[src/rtl/alu_cmd_sequencer.sv]
// alu_cmd_sequencer
//   Command front-end for simple_alu. Commands {a, b, op, tag} are accepted
//   over a valid/ready handshake into a command FIFO, issued one per cycle
//   onto the ALU's registered inputs, and the ALU result is captured two
//   cycles after issue into an in-order response queue. Issue is gated by
//   a credit check so the non-stallable ALU can never produce a result that
//   has nowhere to go.
//
// Ports
//   clk, rst             : clock, asynchronous active-high reset
//   cmd_valid/cmd_ready  : command handshake
//   cmd_a, cmd_b, cmd_op : operands and opcode
//   cmd_tag              : user tag returned with the result
//   alu_a/alu_b/alu_opcode : registered drive into the ALU
//   alu_result           : registered result from the ALU
//   rsp_valid/rsp_ready  : response handshake
//   rsp_result, rsp_tag  : head of the response queue
//   rsp_illegal          : head command used opcode 3'b111
//   cmd_count            : command FIFO occupancy
//   busy                 : anything queued, in flight, or awaiting pop
module alu_cmd_sequencer #(
  parameter int DEPTH     = 4,
  parameter int RSP_DEPTH = 4,
  parameter int TAG_W     = 4
) (
  input  logic                       clk,
  input  logic                       rst,
  input  logic                       cmd_valid,
  output logic                       cmd_ready,
  input  logic [7:0]                 cmd_a,
  input  logic [7:0]                 cmd_b,
  input  logic [2:0]                 cmd_op,
  input  logic [TAG_W-1:0]           cmd_tag,
  output logic [7:0]                 alu_a,
  output logic [7:0]                 alu_b,
  output logic [2:0]                 alu_opcode,
  input  logic [15:0]                alu_result,
  output logic                       rsp_valid,
  input  logic                       rsp_ready,
  output logic [15:0]                rsp_result,
  output logic [TAG_W-1:0]           rsp_tag,
  output logic                       rsp_illegal,
  output logic [$clog2(DEPTH+1)-1:0] cmd_count,
  output logic                       busy
);

  localparam int PW    = $clog2(DEPTH);
  localparam int CW    = $clog2(DEPTH + 1);
  localparam int RPW   = $clog2(RSP_DEPTH);
  localparam int RCW   = $clog2(RSP_DEPTH + 1);
  localparam int SW    = RCW + 2;
  localparam int CMD_W = 19 + TAG_W;
  localparam int RSP_W = 17 + TAG_W;

  logic [CMD_W-1:0] r_cmdMem [DEPTH];
  logic [PW-1:0]    r_cmdWrPtr;
  logic [PW-1:0]    r_cmdRdPtr;
  logic [CW-1:0]    r_cmdCount;

  logic             r_s1Valid;
  logic             r_s1Illegal;
  logic [TAG_W-1:0] r_s1Tag;
  logic             r_s2Valid;
  logic             r_s2Illegal;
  logic [TAG_W-1:0] r_s2Tag;

  logic [RSP_W-1:0] r_rspMem [RSP_DEPTH];
  logic [RPW-1:0]   r_rspWrPtr;
  logic [RPW-1:0]   r_rspRdPtr;
  logic [RCW-1:0]   r_rspCount;

  logic             w_cmdPush;
  logic             w_rspPop;
  logic             w_issue;
  logic [SW-1:0]    w_inUse;
  logic [CMD_W-1:0] w_cmdHead;

  // Response pointers wrap explicitly so RSP_DEPTH need not be a power of two.
  function automatic logic [RPW-1:0] rspNext(input logic [RPW-1:0] p);
    return (p == RPW'(RSP_DEPTH - 1)) ? '0 : p + RPW'(1);
  endfunction

  assign cmd_ready = (r_cmdCount < CW'(DEPTH));
  assign w_cmdPush = cmd_valid && cmd_ready;
  assign w_rspPop  = rsp_valid && rsp_ready;
  assign w_cmdHead = r_cmdMem[r_cmdRdPtr];

  // Credit: every command in S1, S2 or the response queue owns a slot; a pop
  // this cycle frees one. Compared as "inUse < RSP_DEPTH + pop" to avoid a
  // subtraction that could underflow.
  assign w_inUse = SW'(r_s1Valid) + SW'(r_s2Valid) + SW'(r_rspCount);
  assign w_issue = (r_cmdCount != '0) && (w_inUse < (SW'(RSP_DEPTH) + SW'(w_rspPop)));

  // Command FIFO storage; contents are don't-care until written.
  always_ff @(posedge clk) begin
    if (w_cmdPush) begin
      r_cmdMem[r_cmdWrPtr] <= {cmd_a, cmd_b, cmd_op, cmd_tag};
    end
  end

  // Command FIFO pointers and occupancy. DEPTH is a power of two, so the
  // pointers wrap naturally.
  always_ff @(posedge clk or posedge rst) begin
    if (rst) begin
      r_cmdWrPtr <= '0;
      r_cmdRdPtr <= '0;
      r_cmdCount <= '0;
    end else begin
      if (w_cmdPush) r_cmdWrPtr <= r_cmdWrPtr + PW'(1);
      if (w_issue)   r_cmdRdPtr <= r_cmdRdPtr + PW'(1);
      r_cmdCount <= r_cmdCount + CW'(w_cmdPush) - CW'(w_issue);
    end
  end

  // In-flight stages. S1 owns the ALU input registers, which hold their last
  // values on cycles without an issue. S2 shadows the ALU's own register.
  always_ff @(posedge clk or posedge rst) begin
    if (rst) begin
      alu_a       <= '0;
      alu_b       <= '0;
      alu_opcode  <= '0;
      r_s1Valid   <= 1'b0;
      r_s1Illegal <= 1'b0;
      r_s1Tag     <= '0;
      r_s2Valid   <= 1'b0;
      r_s2Illegal <= 1'b0;
      r_s2Tag     <= '0;
    end else begin
      r_s1Valid <= w_issue;
      if (w_issue) begin
        alu_a       <= w_cmdHead[CMD_W-1 -: 8];
        alu_b       <= w_cmdHead[CMD_W-9 -: 8];
        alu_opcode  <= w_cmdHead[TAG_W+2 : TAG_W];
        r_s1Tag     <= w_cmdHead[TAG_W-1:0];
        r_s1Illegal <= (w_cmdHead[TAG_W+2 : TAG_W] == 3'b111);
      end
      r_s2Valid   <= r_s1Valid;
      r_s2Tag     <= r_s1Tag;
      r_s2Illegal <= r_s1Illegal;
    end
  end

  // Response queue. Storage is reset so the head reads zero out of reset.
  // Capture and pop may coincide at any occupancy; the credit check
  // guarantees capture never sees a full queue.
  always_ff @(posedge clk or posedge rst) begin
    if (rst) begin
      for (int i = 0; i < RSP_DEPTH; i++) r_rspMem[i] <= '0;
      r_rspWrPtr <= '0;
      r_rspRdPtr <= '0;
      r_rspCount <= '0;
    end else begin
      if (r_s2Valid) begin
        r_rspMem[r_rspWrPtr] <= {r_s2Illegal, r_s2Tag, alu_result};
        r_rspWrPtr           <= rspNext(r_rspWrPtr);
      end
      if (w_rspPop) r_rspRdPtr <= rspNext(r_rspRdPtr);
      r_rspCount <= r_rspCount + RCW'(r_s2Valid) - RCW'(w_rspPop);
    end
  end

  assign rsp_valid                           = (r_rspCount != '0);
  assign {rsp_illegal, rsp_tag, rsp_result}  = r_rspMem[r_rspRdPtr];
  assign cmd_count                           = r_cmdCount;
  assign busy = (r_cmdCount != '0) || r_s1Valid || r_s2Valid || (r_rspCount != '0);

endmodule

[config.mk]
export PLATFORM = sky130hd
export DESIGN_NAME = alu_cmd_sequencer
export DESIGN_NICKNAME = d
export VERILOG_FILES = /design/src/rtl/alu_cmd_sequencer.sv
export SDC_FILE = /design/constraint.sdc
export NUM_CORES = 1
export LEC_CHECK = 0
export CORE_ASPECT_RATIO = 1.75
export CORE_MARGIN = 3
export CORE_UTILIZATION = 35
export DETAILED_ROUTE_END_ITERATION = 10
export PLACE_DENSITY_LB_ADDON = 0.1
export SYNTH_ARGS = -nofsm -noshare
export SYNTH_HDL_FRONTEND = slang
export SYNTH_SLANG_ARGS = --single-unit
[constraint.sdc]
create_clock -name clk -period 5.45 [get_ports clk]
set_input_delay 1.09 -clock clk [delete_from_list [all_inputs] [get_ports clk]]
set_output_delay 1.09 -clock clk [all_outputs]
set_load 0.03 [all_outputs]
Word-level counts from Yosys, hierarchy flattened
Memory sizes are Yosys's and may differ from the RTL's.
Index checks and enable logic that the tools add are counted.
{ "word_totals": {"ram_bits": 92, "mem_count": 1, "out_inout_bits": 46, "inputBits": 43, "regBits": 129} }
{ "mem_list": {"columns": ["name", "depth", "word_bits", "read_ports", "rd_clocked_by_memory_dff", "wr", "line_no", "source"], "rows": [
  ["r_cmdMem", 4, 23, 1, 0, 1, "55", "logic [CMD_W-1:0] r_cmdMem [DEPTH];"]
]} }
{ "op_classes": {"magnitude_cmp": 5, "n_addsub": 11, "muxes": 10, "bitwise_logic": 2, "n_reduce_logical": 9, "eq_ne": 3} }
{ "ops": {"columns": ["op", "n"], "rows": [
  ["$bwmux W84", 1],
  ["$mux W21", 3],
  ["$bmux W21 S2", 1],
  ["$demux W21 S2", 1],
  ["$add A2 B1 Y2 const B", 4],
  ["$add A3 B1 Y3", 2],
  ["$ge A3 B3 Y1 const B", 2],
  ["$not A2 Y3", 2],
  ["$reduce_bool A3 Y1", 2],
  ["$sub A3 B1 Y3", 2],
  ["$add A2 B3 Y4", 1],
  ["$add A3 B1 Y4 const A", 1],
  ["$eq A2 B2 Y1 const B", 2],
  ["$logic_and A1 B1 Y1", 4],
  ["$lt A4 B4 Y1", 1],
  ["$mux W2", 2],
  ["$eq A3 B3 Y1 const B", 1],
  ["$logic_or A1 B1 Y1", 3],
  ["$lt A3 B1 Y1 const B", 1],
  ["$lt A3 B3 Y1 const B", 1],
  ["$add A1 B1 Y2", 1],
  ["$mux W1", 2]
]} }

Longest topological paths before layout
Gate-level depths: netlist of run 1.
{ "depth": {"ltp_word": 6, "ltp_mapped": 15, "mapped_depth_nobuf": 14} }

Least setup slack after synthesis of run 1
OpenSTA, ideal clock, no wires.
{ "synth_path": {"path_type": "register to register", "start": "register r_s2Valid", "end": "register r_cmdCount[2], in the netlist cmd_count[2]", "period_less_slack_ns": 3.042, "n_path_buf": 1, "slack_ns": 2.408, "required_time_ns": 5.327, "arrival_time_ns": 2.919, "stages_incl_launch_ff": 16, "setup_time_ns": 0.123, "cell_sequence": "dfrtp_1 inv_1 fa_1 inv_1 ha_1 xor2_1 o31ai_4 nand2_2 buf_6 inv_1 ha_1 inv_1 ha_1 fa_1 xnor2_1 xnor2_1"} }
{ "synth_via": {"elab_chain_cells": 5} }
{ "synth_lines": {"columns": ["item", "line_no", "source"], "rows": [
  ["start: declaration", "63", "logic r_s2Valid;"],
  ["start signal: assignment", "137", "r_s2Valid <= r_s1Valid;"],
  ["$add A1 B1 Y2", "91", "assign w_inUse = SW'(r_s1Valid) + SW'(r_s2Valid) + SW'(r_rspCount);"],
  ["$add A2 B3 Y4", "91", null],
  ["$lt A4 B4 Y1", "92", "assign w_issue = (r_cmdCount != '0) && (w_inUse < (SW'(RSP_DEPTH) + SW'(w_rspPop)));"],
  ["$logic_and A1 B1 Y1", "92", null],
  ["via w_issue", "74", "logic w_issue;"],
  ["$sub A3 B1 Y3", "111", "r_cmdCount <= r_cmdCount + CW'(w_cmdPush) - CW'(w_issue);"],
  ["end signal: assignment", "111", null],
  ["end: declaration", "58", "logic [CW-1:0] r_cmdCount;"]
]} }
The timed path passes the listed nets, and every way through them passes these cells.
A chain may end at the register's enable or synchronous reset.

Final worst setup path of run 1
{ "layout_path": {"start": "register r_rspRdPtr[0]", "end": "output rsp_tag[3]"} }
{ "layout_via": {"elab_chain_cells": 4} }
{ "layout_lines": {"columns": ["item", "line_no", "source"], "rows": [
  ["start: declaration", "69", "logic [RPW-1:0] r_rspRdPtr;"],
  ["start signal: assignment", "157", "if (w_rspPop) r_rspRdPtr <= rspNext(r_rspRdPtr);"],
  ["$not A2 Y3 (implied by the code)", "163", "assign {rsp_illegal, rsp_tag, rsp_result} = r_rspMem[r_rspRdPtr];"],
  ["$bmux W21 S2", "163", null],
  ["$mux W21 (implied by the code) (2 in series)", "163", null],
  ["end: declaration", "41", "output logic [TAG_W-1:0] rsp_tag,"]
]} }
Every way passes these cells. The select of a mux whose other input is x is not followed.

==> results.json, run 1 <==
{
  "yosysMostFrequentCell": "sky130_fd_sc_hd__dfrtp_1",
  "synthToLayoutAreaGrowth_pct": 22.6,
  "layout-drive-gt1-share": 0.349,
  "gp_congestion": 0.706,
  "synth_fa_ha_area_frac": 0.0278,
  "clkTransAtPathRegs_ns": 0.06,
  "globalRouteOverflowTotal": 0,
  "worstRegToRegCells": 14,
  "required_time_worst_endpoint_ns": 4.36,
  "clk_path_buf_depth": 3,
  "dp_hpwl_um": 10900,
  "final.period_utilization": 0.684,
  "syn-num-nets": 529,
  "drv_cap": 0,
  "die_x_um": 127,
  "clock-skew-final_ns": 0.0140,
  "cts_num_sinks": 221,
  "leakagePower_uw": 0.00420,
  "syn_avg_cell_area_um2": 19.0,
  "drt_pass1_iterations": 4,
  "yosysTopAreaCellShare": 0.363,
  "crit_start": "r_rspRdPtr[0]",
  "grt_setup_unrepaired": "no",
  "peakVddDrop_uv": 310,
  "fin_hold_ws_ns": 0.376,
  "number_of_flops_mapped_to_enable_cells_by_yosys": 92,
  "outcome": "completed",
  "postLayoutSetupSlackWorst_ns": 1.72,
  "synth.mux.area_fraction": 0.250,
  "vias_after_detailed_routing": 4364,
  "relSlewSlack": 0.375,
  "compound_gate_portion_of_the_synthesized_area": 0.00549,
  "synth-seq-area-share": 0.673,
  "drcViolationCount": 0,
  "synth_xor_area_frac": 0.00689,
  "hold_buffer_count_at_cts": 0,
  "syn-instance-count": 468,
  "endpoint": "rsp_tag[3]",
  "place_ws_ns": 1.66,
  "r2r_start": "r_s2Valid",
  "die_area_um2": 27400,
  "post_drt_wl_per_cell_um": 19.5,
  "cp_max_fo": 24,
  "cts_repair_resize_count": 0,
  "antenna_found_initial": 0,
  "clock_root_buffer": "sky130_fd_sc_hd__clkbuf_16",
  "synth.ff_latch_count": 221,
  "port_buffers": 88,
  "finalHoldViolations": 0,
  "synth_area_um2": 8900,
  "setup_violations": 0,
  "worst_skew_pair.late_latency_ns": 0.50,
  "slew_violations": 0,
  "drt_first_iter_violations": 150,
  "grt_pass1_vias": 5010,
  "data_arrival_critical_path_ns": 2.64,
  "fin_cells": 897,
  "tritoncts.num_buffers": 22,
  "antenna_cells_inserted": 0,
  "num-nets-final": 630,
  "hold_path.class": "register to register",
  "critical_path.startpoint_type": "register",
  "criticalPathCategory": "register to primary output",
  "synth_simple_gate_area_frac": 0.0125,
  "rows": 76,
  "ys_async_sr_fraction": 0.584,
  "placeableCoreArea_um2": 24800,
  "first_pass_grt_wire_length_um": 28200,
  "postCtsSetupBuffers": 0,
  "grt.total_usage": 0.131,
  "synth_top_family_by_area": "multiplexers",
  "fin_setup_tns_ns": 0,
  "reg2reg_setup_slack_ns": 1.90,
  "synth-main-ff-cell": "sky130_fd_sc_hd__dfrtp_1",
  "post_drt_via_cell_ratio": 4.87,
  "place.detailed.instances": 857,
  "boundaryPins": 89,
  "n_fill_cell": 2199,
  "clock_tree_from_tritoncts": "done",
  "ys.warnings.count": 0,
  "p_per_area_nw_per_um2": 675,
  "htree_num_levels": 1,
  "maxClockFrequency_mhz": 268,
  "min_period_ns": 3.73,
  "worstSetupEndpointType": "primary output",
  "final_antenna_net_count": 0,
  "drt_wl_total_um": 17500,
  "post_synth_main_area_contributors": "sky130_fd_sc_hd__dfrtp_1, sky130_fd_sc_hd__edfxtp_1, sky130_fd_sc_hd__mux2_2",
  "pin_count_of_the_biggest_net_entering_global_routing": 101,
  "worst-slew-pin-transition_ns": 0.937,
  "capturing_point_of_the_worst_reg2reg_path": "cmd_count[2]",
  "synth.cells.most_frequent": "sky130_fd_sc_hd__dfrtp_1, sky130_fd_sc_hd__mux2_2, sky130_fd_sc_hd__edfxtp_1",
  "post-synth-top-area-cell": "sky130_fd_sc_hd__dfrtp_1",
  "die_y_um": 217,
  "post_synthesis_cell_type_count": 29,
  "start_util": 0.358
}
cells by family (layout without fill, tap and decap cells):
kind of cell | after synthesis | after routing
compound gates | 6 | 6
mux | 153 | 153
flops | 221 | 221
simple gates | 21 | 21
fa+ha+maj | 18 | 18
xor+xnor | 7 | 7
buf+inv | 42 | 159
worst max-delay path, stage by stage, from the launching register on:
cell and delay, ns:
sky130_fd_sc_hd__dfrtp_2 0.90, sky130_fd_sc_hd__mux4_2 0.63, sky130_fd_sc_hd__clkdlybuf4s50_1 0.61
report_power, final:
| group | internal, uW | switching [uW] | total [uW] | leakage [uW] |
|---|---|---|---|---|
| Sequential | 2360 | 408 | 2760 | 0.00235 |
| Clock | 973 | 621 | 1590 | 0.000390 |
| Combinational | 1590 | 1420 | 3010 | 0.00146 |
| Total | 4920 | 2450 | 7360 | 0.00420 |
registers in the layout, indices dropped and copies added (netlist names), 3 cells and up:
| signal | flops |
|---|---|
| r_rspCount | 3 |
| r_s2Tag | 4 |
| r_cmdMem | 92 |
| cmd_count | 3 |
| alu_a | 8 |
| alu_opcode | 3 |
| r_rspMem | 84 |
| r_s1Tag | 4 |
| alu_b | 8 |
placed cells by master, fill, tap and decap left out, types with 6 or more instances in the layout:
| cell type | netlist | routed |
|---|---|---|
| sky130_fd_sc_hd__buf_4 | 0 | 11 |
| sky130_fd_sc_hd__clkbuf_16 | 0 | 24 |
| sky130_fd_sc_hd__clkbuf_8 | 0 | 6 |
| sky130_fd_sc_hd__clkdlybuf4s50_1 | 0 | 88 |
| sky130_fd_sc_hd__dfrtp_1 | 129 | 127 |
| sky130_fd_sc_hd__edfxtp_1 | 92 | 92 |
| sky130_fd_sc_hd__ha_1 | 15 | 15 |
| sky130_fd_sc_hd__inv_1 | 20 | 19 |
| sky130_fd_sc_hd__mux2_2 | 107 | 107 |
| sky130_fd_sc_hd__mux4_2 | 42 | 42 |
| sky130_fd_sc_hd__nand2_1 | 8 | 8 |
per-stage QoR:
step                power [uW]  instance area [um2]  utilization
floorplan                 4910                 8900            -
finish                    7360                10900        0.439
detailed placement        5900                10100        0.408
CTS                       7530                10900        0.439
global route              7830                10900        0.439
global placement          5800                10100        0.408
layer usage:
layer / vias to the layer above / track usage / share of wire
met4: 0 / 0.0333 / 0.020
met2: 90 / 0.240 / 0.54
met3: 22 / 0.0248 / 0.045
met5: - / 0 / 0
met1: 2281 / 0.156 / 0.40
li1: 1971 / - / -
worst min path at each step:
stage | from | cells after the start | end
after floorplan | r_s1Illegal | 0 | r_s2Illegal
after global placement | r_s1Tag[1] | 0 | r_s2Tag[1]
after detailed placement | r_s1Illegal | 0 | r_s2Illegal
after CTS | r_s1Illegal | 0 | r_s2Illegal
after global routing | r_s1Tag[1] | 0 | r_s2Tag[1]
final | r_s1Tag[0] | 0 | r_s2Tag[0]
cell type report:
| type | instances | area, um2 | area share |
|---|---|---|---|
| Clock inverter | 9 | 96.3 | 0.00883 |
| Clock buffer | 31 | 687 | 0.0630 |
| Timing Repair Buffer | 99 | 963 | 0.0883 |
| Multi-Input combinational cell | 205 | 2700 | 0.247 |
| Tap cell | 312 | 390 | 0.0358 |
| Inverter | 20 | 80.1 | 0.00734 |
| Sequential cell | 221 | 5990 | 0.550 |
Note: power is estimated with default switching activity, not from simulation.
==> inputs of run 2 (changes only) <==
==> constraint.sdc (replaced) <==
create_clock -name clk -period 3.85 [get_ports clk]
set_input_delay 0.77 -clock clk [delete_from_list [all_inputs] [get_ports clk]]
set_output_delay 0.77 -clock clk [all_outputs]
set_load 0.03 [all_outputs]
==> run 2 against run 1 <==
Effect of this change: final area shrank 0.31%; die area unchanged; clock power is 31% higher; sequential share of layout area rose by 0.17 points; register-to-register slack worse by 1.1 ns; non-clock buffer count grew 3; clock skew is essentially flat; combinational power rose by 45%.
==> results.json, run 2 (same netlist as run 1, synthesis figures left out) <==
{
  "hold_buffer_count_at_cts": 0,
  "fin_setup_tns_ns": 0,
  "rows": 76,
  "die_y_um": 217,
  "p_comb_frac": 0.424,
  "p_per_area_nw_per_um2": 947,
  "start_util": 0.358,
  "drt_first_iter_violations": 138,
  "globalRouteOverflowTotal": 0,
  "relSlewSlack": 0.397,
  "clk_path_buf_depth": 3,
  "num-nets-final": 633,
  "cp_max_fo": 14,
  "worstPathCellList": "buf_12 -> mux4_2 -> clkdlybuf4s50_1",
  "timing.critical_path.slowest_cell_delay_ns": 0.61,
  "critical_path.startpoint_type": "register",
  "gp_congestion": 0.679,
  "drt_wl_total_um": 17700,
  "cts_num_sinks": 221,
  "die_x_um": 127,
  "critPathSlowestCell": "sky130_fd_sc_hd__clkdlybuf4s50_1",
  "leakagePower_uw": 0.00417,
  "drcViolationCount": 0,
  "criticalPathCategory": "register to primary output",
  "data_arrival_critical_path_ns": 2.47,
  "final.period_utilization": 0.841,
  "clkTransAtPathRegs_ns": 0.06,
  "vias_after_detailed_routing": 4415,
  "antenna_found_initial": 0,
  "slew_violations": 0,
  "largest-register": "r_cmdMem",
  "setup_violations": 0,
  "clock_tree_from_tritoncts": "done",
  "pin_count_of_the_biggest_net_entering_global_routing": 92,
  "placeableCoreArea_um2": 24800,
  "critPathBufInv": 2,
  "peakVddDrop_uv": 487,
  "boundaryPins": 89,
  "antenna_cells_inserted": 0,
  "worst_skew_pair.late_latency_ns": 0.50,
  "fin_total_pwr_uw": 10300,
  "hold_path.class": "register to register",
  "port_buffers": 88,
  "grt.total_usage": 0.131,
  "largest_reg_flops": 92,
  "netSwitchingFraction": 0.339,
  "finalHoldViolations": 0,
  "leading_cell_type_in_the_layout_fill_and_taps_excluded": "sky130_fd_sc_hd__dfrtp_1",
  "drv_cap": 0,
  "clock_root_buffer": "sky130_fd_sc_hd__clkbuf_16",
  "min_period_ns": 3.24,
  "cts_repair_resize_count": 0,
  "postCtsSetupBuffers": 0,
  "die_area_um2": 27400,
  "power_switching_uw": 3490,
  "required_time_worst_endpoint_ns": 3.08,
  "dp_hpwl_um": 11000,
  "cellInternalPower_uw": 6810,
  "htree_num_levels": 1,
  "outcome": "completed",
  "layout.cells.most_common_list": "sky130_fd_sc_hd__dfrtp_1, sky130_fd_sc_hd__mux2_2, sky130_fd_sc_hd__edfxtp_1",
  "post_drt_via_cell_ratio": 4.91,
  "drt_pass1_iterations": 4,
  "biggest_regs": "r_cmdMem: 92 flops, r_rspMem: 84 flops",
  "final_core_utilization": 0.438,
  "grt_pass1_vias": 5155,
  "final_antenna_net_count": 0,
  "post_drt_wl_per_cell_um": 19.7,
  "grt_setup_unrepaired": "no",
  "clock-skew-final_ns": 0.0137,
  "timing.critical_path.max_delay_family": "buffers and inverters",
  "first_pass_grt_wire_length_um": 28700,
  "share_clk_of_total_power": 0.202,
  "maxClockFrequency_mhz": 309,
  "worstSetupEndpointType": "primary output",
  "layout-drive-gt1-share": 0.349,
  "synthToLayoutAreaGrowth_pct": 22.2,
  "tritoncts.num_buffers": 22,
  "share_seq_of_total_power": 0.375,
  "worst-slew-pin-transition_ns": 0.903
}
run 2: cell count changes in the layout (fill, tap and decap cells not counted), sizes merged:
cell / change
bufinv: -1
clkinv: +2
buf: +3
clkinvlp: +4
inv: -1
clkbuf: -4
run 2: routing by layer:
layer,routed length [um],global-route usage
met3,741,0.0243
met4,417,0.0394
met2,9580,0.246
met5,0,0
met1,6970,0.149
run 2: area by class of cell:
type,count,area [um2]
tap,312,390
fill,2189,13900
clock buffer,27,601
timing repair buffer,102,1010
inverter,20,78.8
multi-input combinational,205,2700
clock inverter,13,103
sequential,221,5990
run 2: path summary, 6_finish.rpt:
path                               startpoint             to  slack [ns]  cells after the start
worst max-delay path            r_rspRdPtr[0]     rsp_tag[1]        0.61                      3
worst min-delay path               r_s1Tag[0]     r_s2Tag[0]        0.38                      0
worst max register to register      r_s2Valid   cmd_count[2]        0.82                     14
worst min register to register     r_s1Tag[0]     r_s2Tag[0]        0.38                      0
max in group asynchronous                 rst   r_rspMem[13]        2.29                      3
min in group asynchronous                 rst  r_cmdWrPtr[0]        0.67                      2
run 2: worst register-to-register path, cell delays in order, from the launching register on:
cell and delay [ns]:
sky130_fd_sc_hd__dfrtp_1 0.47, sky130_fd_sc_hd__inv_1 0.13, sky130_fd_sc_hd__fa_1 0.40, sky130_fd_sc_hd__inv_1 0.08, sky130_fd_sc_hd__ha_1 0.16, sky130_fd_sc_hd__xor2_1 0.22, sky130_fd_sc_hd__o31ai_4 0.11, sky130_fd_sc_hd__nand2_2 0.07
sky130_fd_sc_hd__inv_1 0.07, sky130_fd_sc_hd__ha_1 0.28, sky130_fd_sc_hd__inv_1 0.04, sky130_fd_sc_hd__ha_1 0.18, sky130_fd_sc_hd__fa_1 0.38, sky130_fd_sc_hd__xnor2_1 0.19, sky130_fd_sc_hd__xnor2_1 0.14
run 2: stage by stage:
step           hold WS [ns]  std cells  setup WS [ns]  instance area (um2)
4_1_cts               0.382        900          0.532                10900
3_5_place_dp          0.368        860          0.785                10200
2_1_floorplan         0.349        468          0.808                 8900
3_3_place_gp          0.360        860          0.874                10200
6_report              0.376        900          0.610                10900
5_1_grt               0.390        900          0.468                10900
run 2: power groups by stage:
stage | clock network [uW] | registers [uW] | logic, uW
floorplan | 0 | 3900 | 3060
global placement | 0 | 3870 | 4390
detailed placement | 0 | 3920 | 4490
CTS | 2170 | 3880 | 4500
global route | 2260 | 3990 | 4710
finish | 2080 | 3860 | 4360
==> inputs of run 3 (changes only) <==
==> constraint.sdc (replaced) <==
create_clock -name clk -period 3.3 [get_ports clk]
set_input_delay 0.66 -clock clk [delete_from_list [all_inputs] [get_ports clk]]
set_output_delay 0.66 -clock clk [all_outputs]
set_load 0.03 [all_outputs]
==> run 3 against run 2 <==
Effect of this change: global-route usage grew 0.11 points; first-iteration DRC count shrank 12%; sequential cell count is the same; die area stayed put; worst hold slack lost 0.0041 ns; non-clock buffer count increased by 5; largest cell class unchanged; largest power group unchanged.
==> results.json, run 3 (same netlist as run 1, synthesis figures left out) <==
{
  "outcome": "completed",
  "postLayoutCellArea_um2": 10900,
  "globalRouteOverflowTotal": 0,
  "cellInternalPower_uw": 8000,
  "post_drt_via_cell_ratio": 4.94,
  "drt_first_iter_violations": 122,
  "critical_path.startpoint_type": "register",
  "die_x_um": 127,
  "boundaryPins": 89,
  "setup_violations": 0,
  "die_area_um2": 27400,
  "port_buffers": 88,
  "clock_root_buffer": "sky130_fd_sc_hd__clkbuf_16",
  "cts_num_sinks": 221,
  "clkTransAtPathRegs_ns": 0.06,
  "leading_cell_type_in_the_layout_fill_and_taps_excluded": "sky130_fd_sc_hd__dfrtp_1",
  "detail_route.wirelength.met1_um": 6840,
  "criticalPathCategory": "register to primary output",
  "gp_congestion": 0.697,
  "biggest_regs": "r_cmdMem: 92 flops, r_rspMem: 84 flops",
  "layout.cells.most_common_list": "sky130_fd_sc_hd__dfrtp_1, sky130_fd_sc_hd__mux2_2, sky130_fd_sc_hd__edfxtp_1",
  "share_clk_of_total_power": 0.201,
  "post_drt_wl_per_cell_um": 19.5,
  "clk_path_buf_depth": 3,
  "htree_num_levels": 1,
  "required_time_worst_endpoint_ns": 2.64,
  "fin_hold_ws_ns": 0.372,
  "num-nets-final": 638,
  "final.period_utilization": 0.947,
  "die_y_um": 217,
  "route.met3.wl_um": 807,
  "drt_wl_total_um": 17700,
  "crit_start": "r_rspRdPtr[0]",
  "fin_setup_tns_ns": 0,
  "first_pass_grt_wire_length_um": 28700,
  "data_arrival_critical_path_ns": 2.47,
  "power_switching_uw": 4040,
  "r2r_start": "r_s2Valid",
  "share_seq_of_total_power": 0.371,
  "drt_pass1_iterations": 4,
  "rows": 76,
  "top_layer": "met4",
  "p_comb_frac": 0.427,
  "postCtsSetupBuffers": 0,
  "start_util": 0.358,
  "largest-register": "r_cmdMem",
  "placement.cell_area_um2": 10200,
  "n_fill_cell": 2167,
  "cts_repair_resize_count": 0,
  "min_period_ns": 3.13,
  "slew_violations": 0,
  "drcViolationCount": 0,
  "tritoncts.num_buffers": 22,
  "placeableCoreArea_um2": 24800,
  "p_per_area_nw_per_um2": 1100,
  "grt.total_usage": 0.132,
  "wl_met2_um": 9730,
  "antenna_found_initial": 0,
  "dp_hpwl_um": 11200,
  "clock_tree_from_tritoncts": "done",
  "final_antenna_net_count": 0,
  "finalHoldViolations": 0,
  "layout-drive-gt1-share": 0.347,
  "fin_cells": 905,
  "maxClockFrequency_mhz": 320,
  "clock-skew-final_ns": 0.00945,
  "hold_buffer_count_at_cts": 0,
  "worstSetupEndpointType": "primary output",
  "vias_after_detailed_routing": 4470,
  "place.detailed.instances": 865,
  "worst_skew_pair.late_latency_ns": 0.50,
  "hold_path.class": "register to register",
  "pin_count_of_the_biggest_net_entering_global_routing": 43,
  "antenna_cells_inserted": 0,
  "relSlewSlack": 0.440,
  "cp_max_fo": 15,
  "grt_pass1_vias": 5036,
  "leakagePower_uw": 0.00421,
  "largest_reg_flops": 92,
  "synthToLayoutAreaGrowth_pct": 22.8,
  "worst-slew-pin-transition_ns": 0.838,
  "netSwitchingFraction": 0.336,
  "grt_setup_unrepaired": "no",
  "drv_cap": 0,
  "hold_crit_start": "r_s1Tag[2]",
  "peakVddDrop_uv": 601
}
-- run 3: changes by cell type in the layout (fill, tap and decap cells not counted) --
cell and change:
sky130_fd_sc_hd__clkinv_2 -4, sky130_fd_sc_hd__clkbuf_1 +5, sky130_fd_sc_hd__bufinv_16 -1, sky130_fd_sc_hd__clkinv_8 +1, sky130_fd_sc_hd__clkinv_4 -1, sky130_fd_sc_hd__clkbuf_8 +5
sky130_fd_sc_hd__buf_4 +5, sky130_fd_sc_hd__clkinv_1 -1, sky130_fd_sc_hd__clkinvlp_4 -4
-- run 3: final timing paths --
| path | endpoint | slack (ns) | cells after the start |
|---|---|---|---|
| setup / recovery | rsp_result[0] | 0.17 | 3 |
| hold / removal | r_s2Tag[2] | 0.37 | 0 |
| setup reg to reg | cmd_count[2] | 0.35 | 14 |
| hold reg to reg | r_s2Tag[2] | 0.37 | 0 |
| max in group asynchronous | r_rspMem[69] | 1.89 | 3 |
| min in group asynchronous | r_s1Valid | 0.67 | 2 |
-- run 3: per-stage QoR --
stage	power, uW	util	worst slack [ns]
final	12000	0.440	0.174
after global routing	12800	0.440	0.0690
after CTS	12400	0.440	0.0784
after detailed placement	9840	0.411	0.328
after global placement	9680	0.411	0.424
after floorplan	8120	-	0.258
-- run 3: power groups by stage --
stage / clock network, uW / registers (uW) / logic (uW)
final: 2430 / 4470 / 5150
after global routing: 2650 / 4610 / 5580
after CTS: 2540 / 4500 / 5310
after detailed placement: 0 / 4550 / 5290
after global placement: 0 / 4480 / 5200
after floorplan: 0 / 4550 / 3570
-- run 3: area by class of cell --
cell class / count / area [um2] / area share
clock buffer: 37 / 688 / 0.0630
clock inverter: 3 / 26.3 / 0.00241
timing repair buffer: 107 / 1050 / 0.0960
sequential: 221 / 5990 / 0.549
multi-input combinational: 205 / 2700 / 0.247
inverter: 20 / 78.8 / 0.00722
tap: 312 / 390 / 0.0357
-- run 3: metal layers --
metal  vias to the layer above  global-route usage
met2                        88               0.247
met4                         0              0.0311
met5                         -                   0
met3                        21              0.0255
met1                      2369               0.154
li1                       1992                   -
-- run 3: worst max-delay path: stages (launching register included) --
cell                              delay (ns)
sky130_fd_sc_hd__dfrtp_2                0.59
sky130_fd_sc_hd__buf_12                 0.24
sky130_fd_sc_hd__mux4_2                 0.52
sky130_fd_sc_hd__clkdlybuf4s50_1        0.61
